## src/rtl/uart_pkg.sv

```systemverilog
// Shared UART definitions: deframer state encoding and frame geometry.
// The TX side imports the same package.
package uart_pkg;

    localparam logic [2:0] IDLE  = 3'd0;
    localparam logic [2:0] START = 3'd1;
    localparam logic [2:0] DATA  = 3'd2;
    localparam logic [2:0] STOP  = 3'd3;
    localparam logic [2:0] BREAK = 3'd4;

    localparam int DATA_BITS = 8;

endpackage

```

## src/rtl/rx_sync.sv

```systemverilog
// Two-flop synchroniser for the asynchronous rx pin.
// Both flops reset high, which matches an idle line.
module rx_sync (
    input  logic clk,
    input  logic resetn,
    input  logic din,
    output logic dout
);

    logic meta;

    always_ff @(posedge clk or negedge resetn) begin
        if (!resetn) begin
            meta <= 1'b1;
            dout <= 1'b1;
        end else begin
            meta <= din;
            dout <= meta;
        end
    end

endmodule

```

## src/rtl/uart_rx_frame.sv

```systemverilog
// 8N1 UART receive deframer: hunts for a start edge, samples each bit at
// its cell centre, checks the stop bit and strobes a good byte or a fault.
module uart_rx_frame
    import uart_pkg::*;
#(
    parameter int CLK_HZ = 27000000,
    parameter int BAUD   = 115200
) (
    input  logic       clk,
    input  logic       resetn,
    input  logic       rx,
    output logic       byte_ready,
    output logic [7:0] data,
    output logic       frame_err,
    output logic       busy
);

    localparam int CLKS_PER_BIT = CLK_HZ / BAUD;
    localparam int HALF_BIT     = CLKS_PER_BIT / 2;
    localparam int CNT_W        = $clog2(CLKS_PER_BIT);

    // Counter values just before the sampling edge.
    localparam logic [CNT_W-1:0] HALF_LAST = CNT_W'(HALF_BIT - 1);
    localparam logic [CNT_W-1:0] CELL_LAST = CNT_W'(CLKS_PER_BIT - 1);
    localparam logic [2:0]       LAST_BIT  = 3'(DATA_BITS - 1);

    if (CLKS_PER_BIT < 4) begin : g_bad_cfg
        $error("uart_rx_frame: CLK_HZ/BAUD must be at least 4");
    end

    logic                 sync_rx;
    logic [2:0]           state;
    logic [2:0]           bit_idx;
    logic [CNT_W-1:0]     baud_cnt;
    logic [DATA_BITS-1:0] shift_reg;

    rx_sync u_rx_sync (
        .clk    (clk),
        .resetn (resetn),
        .din    (rx),
        .dout   (sync_rx)
    );

    assign busy = (state != IDLE);

    // The counter restarts at every sample point so each sample lands
    // a whole number of bit cells after the start-bit centre.
    always_ff @(posedge clk or negedge resetn) begin
        if (!resetn) begin
            state      <= IDLE;
            bit_idx    <= 3'd0;
            baud_cnt   <= '0;
            shift_reg  <= '0;
            data       <= 8'h00;
            byte_ready <= 1'b0;
            frame_err  <= 1'b0;
        end else begin
            byte_ready <= 1'b0;
            frame_err  <= 1'b0;
            case (state)
                IDLE: begin
                    baud_cnt <= '0;
                    if (!sync_rx) begin
                        state <= START;
                    end
                end
                START: begin
                    if (baud_cnt == HALF_LAST) begin
                        baud_cnt <= '0;
                        bit_idx  <= 3'd0;
                        state    <= sync_rx ? IDLE : DATA;
                    end else begin
                        baud_cnt <= baud_cnt + CNT_W'(1);
                    end
                end
                DATA: begin
                    if (baud_cnt == CELL_LAST) begin
                        baud_cnt  <= '0;
                        shift_reg <= {sync_rx, shift_reg[DATA_BITS-1:1]};
                        if (bit_idx == LAST_BIT) begin
                            state <= STOP;
                        end else begin
                            bit_idx <= bit_idx + 3'd1;
                        end
                    end else begin
                        baud_cnt <= baud_cnt + CNT_W'(1);
                    end
                end
                STOP: begin
                    if (baud_cnt == CELL_LAST) begin
                        baud_cnt <= '0;
                        if (sync_rx) begin
                            data       <= shift_reg;
                            byte_ready <= 1'b1;
                            state      <= IDLE;
                        end else begin
                            frame_err <= 1'b1;
                            state     <= BREAK;
                        end
                    end else begin
                        baud_cnt <= baud_cnt + CNT_W'(1);
                    end
                end
                // A line held low after a bad stop bit must not look like a new start.
                BREAK: begin
                    baud_cnt <= '0;
                    if (sync_rx) begin
                        state <= IDLE;
                    end
                end
                default: begin
                    state    <= IDLE;
                    baud_cnt <= '0;
                end
            endcase
        end
    end

endmodule

```

## config.mk

```make
export PLATFORM = sky130hd
export DESIGN_NAME = uart_rx_frame
export DESIGN_NICKNAME = d
export VERILOG_FILES = /design/src/rtl/uart_pkg.sv /design/src/rtl/rx_sync.sv /design/src/rtl/uart_rx_frame.sv
export SDC_FILE = /design/constraint.sdc
export NUM_CORES = 1
export LEC_CHECK = 0
export ABC_AREA = 1
export BUFFER_PORTS_ARGS = -buffer_cell sky130_fd_sc_hd__buf_4
export CORE_MARGIN = 2
export CORE_UTILIZATION = 25
export DETAILED_ROUTE_END_ITERATION = 8
export SYNTH_ARGS = -nofsm -noshare
export SYNTH_HDL_FRONTEND = slang
export SYNTH_SLANG_ARGS = --single-unit
```

## constraint.sdc

```tcl
create_clock -name clk -period 1.6 [get_ports clk]
set_input_delay 0.4 -clock clk [delete_from_list [all_inputs] [get_ports clk]]
set_output_delay 0.4 -clock clk [all_outputs]
set_load 0.1 [all_outputs]
```

==> impl_metrics.tcl <==
set metrics [dict create \
    synth_mux_area_share_pct 0 \
    synth_edf_count 0 \
    cts-root-buf "clkbuf_8" \
    grt-ovfl-total 0 \
    ff2ff_path_depth 8 \
    period_minus_slack_ps 1523 \
    drtAntennaViolNets 0 \
    r2r-start "bit_idx[0]" \
    r2r-end "bit_idx[1]" \
    slew_headroom_pct 70.95 \
    whs_ps 53.36 \
    leakage_nw 0.9671 \
    track_usage_pct 8.240 \
    ys.flop_type "dfrtp_1" \
    async_flop_share_pct 100.0 \
    setup_viol 0 \
    routed_wl_mm 2.999 \
    place_area_um2 1889 \
    end_kind "output pin" \
    ys_seq_area_share_pct 49.85 \
    critical_path_class "flip-flop to output pin" \
    grt_max_degree 35 \
    cts_tree "yes" \
    period_share_pct 95.19 \
    firstDrtPassIters 4 \
    drv_slew 0 \
    cpPeakStageDelay_ps 440 \
    viasPerCell 4.162 \
    dr.first_iter.drc_count 37 \
    synth.avg_cell_area_um2 9.302 \
    worstHoldPathType "primary input to async pin" \
    ios 14 \
    dpl.cell_count 275 \
    crit_arrival_ps 1120 \
    num_vias 1182 \
    gp_congestion 0.8297 \
    synth_xor_area_share_pct 3.070 \
    hold_viol 0 \
    cts_buffers 5 \
    drive_gt1_share_pct 33.33 \
    clk_pin_slew_ps 70 \
    status "finished, final reports clean" \
    insertion_delay_ps 280 \
    wl_per_cell_um 10.56 \
    antenna_found_initial 0 \
    stdcell_area_um2 2036 \
    grt_pass1_wl_mm 4.878 \
    cp_data_required_time_ps 1200 \
    synth-simple-area-share_pct 26.90 \
    power_mw 1.694 \
    synth_warnings 0 \
    crit_chain "inv_1 > nand2_2 > buf_6" \
    drv_cap 0 \
    ys_seq_elements 34 \
    n_antenna_cell 0 \
    cp-start-kind "flip-flop" \
    dpl.hpwl_mm 2.041 \
    worstPathMaxFanout 5 \
    chipWidth_um 86.75 \
    dieHeight_um 86.75 \
    final_cell_mix "nand2_1 (46), dfrtp_1 (30), inv_1 (20)" \
    clock_sinks 34 \
    synth_top_family_by_area "simple AND/OR/NAND/NOR gates" \
    crit_buf_inv 2 \
    worst_pin_slew_ps 435.8 \
    layout.cells.most_common "nand2_1" \
    ys_types 26 \
    grt_pass1_vias 1101 \
    final_cells 284 \
    synth_nets 192 \
    synthesis.area_um2 1712 \
    cts.path.max_buffers 2 \
    regToRegSetupSlack_ps 130 \
    rsz0062_at_grt "false" \
    area_delta_synth_final_pct 18.93 \
    cp_slowest_cell "dfrtp_2" \
    crit_family "flip-flops" \
    initial_core_util_pct 25.47 \
    crit_start "state[2]" \
    power_density_nw_per_um2 832.2 \
    vdd_drop_max_mv 0.2512 \
    fmax_mhz 656.6 \
    portBuffers 13 \
    fp-row-count 30 \
    fin_setup_tns_ps 0 \
    nNetsFinal 212 \
    core_area_um2 6719 \
    synth_fa_ha_area_share_pct 3.655 \
    cts_max_level 2 \
    synthCells 184 \
    finClkSkew_ps 3.652 \
    dieArea_um2 7525 \
    synth_compound_area_share_pct 9.211 \
    hold_buffers 0 \
    drcViolationCount 0 \
]
where the power goes:
group	total [mW]	switching (mW)	internal [mW]
logic	0.0223	0.0182	0.00404
registers	0.868	0.00440	0.864
clock network	0.803	0.305	0.498
total	1.69	0.328	1.37
routing by layer:
metal,up-vias,global-route usage [%],wire [µm]
li1,609,-,-
met3,5,2.190,90
met1,552,10.39,1456
met4,0,4.545,38
met2,16,12.80,1413
met5,-,0,0
cells in the mapped netlist, types with 3 or more instances:
| master | n | area share (%) |
|---|---|---|
| nand3_1 | 6 | 1.8 |
| nand2_4 | 3 | 2.0 |
| o21ai_2 | 16 | 8.2 |
| nand2_1 | 47 | 10 |
| inv_2 | 4 | 0.88 |
| inv_1 | 20 | 4.4 |
| nand2_2 | 8 | 2.9 |
| xnor2_1 | 3 | 1.5 |
| ha_1 | 5 | 3.7 |
| dfrtp_1 | 32 | 47 |
| xor2_1 | 3 | 1.5 |
| nor2_1 | 17 | 3.7 |
logic make-up after synthesis:
family,count (synthesis)
AND/OR/NAND/NOR,92
buffers and inverters,28
AO/OA/AOI/OAI,19
adder cells (fa/ha/maj),5
XOR/XNOR,6
flip-flops,34
how the worst max path moves through the flow:
stage	endpoint	cells after the start	slack, ps
5_1_grt	busy	3	4
4_1_cts	busy	3	20
2_1_floorplan	data[5]	10	210
6_report	busy	3	80
3_5_place_dp	data[2]	9	100
3_3_place_gp	data[4]	9	150
per-stage QoR:
stage | util [%] | setup slack [ps]
floorplan | - | 205.1
global placement | 28.12 | 145.3
detailed placement | 28.12 | 95.85
CTS | 29.91 | 21.55
global route | 30.30 | 3.949
finish | 30.30 | 77.01
final cells by class:
| class | instances | area [µm²] |
|---|---|---|
| Clock buffer | 6 | 82.58 |
| Clock inverter | 1 | 30.03 |
| Fill cell | 696 | 4683 |
| Inverter | 26 | 102.6 |
| Multi-Input combinational cell | 123 | 755.7 |
| Sequential cell | 34 | 855.8 |
| Tap cell | 80 | 100.1 |
| Timing Repair Buffer | 14 | 108.9 |
what timing repair did:
| item | CTS | global route |
|---|---|---|
| gates resized for setup | 3 | 2 |
| endpoints found under the setup margin | 1 | 9 |
| cloned | 0 | 1 |
| buffers inserted | 0 | 1 |
worst register-to-register path: stages, from the launching register on:
cell	delay [ps]
dfrtp_1	400
ha_1	210
ha_1	190
inv_1	60
nand3_1	130
nand2_1	200
nand2_4	70
nand2_1	50
nand2_1	50
No activity file was read; power rests on OpenSTA's default activity.
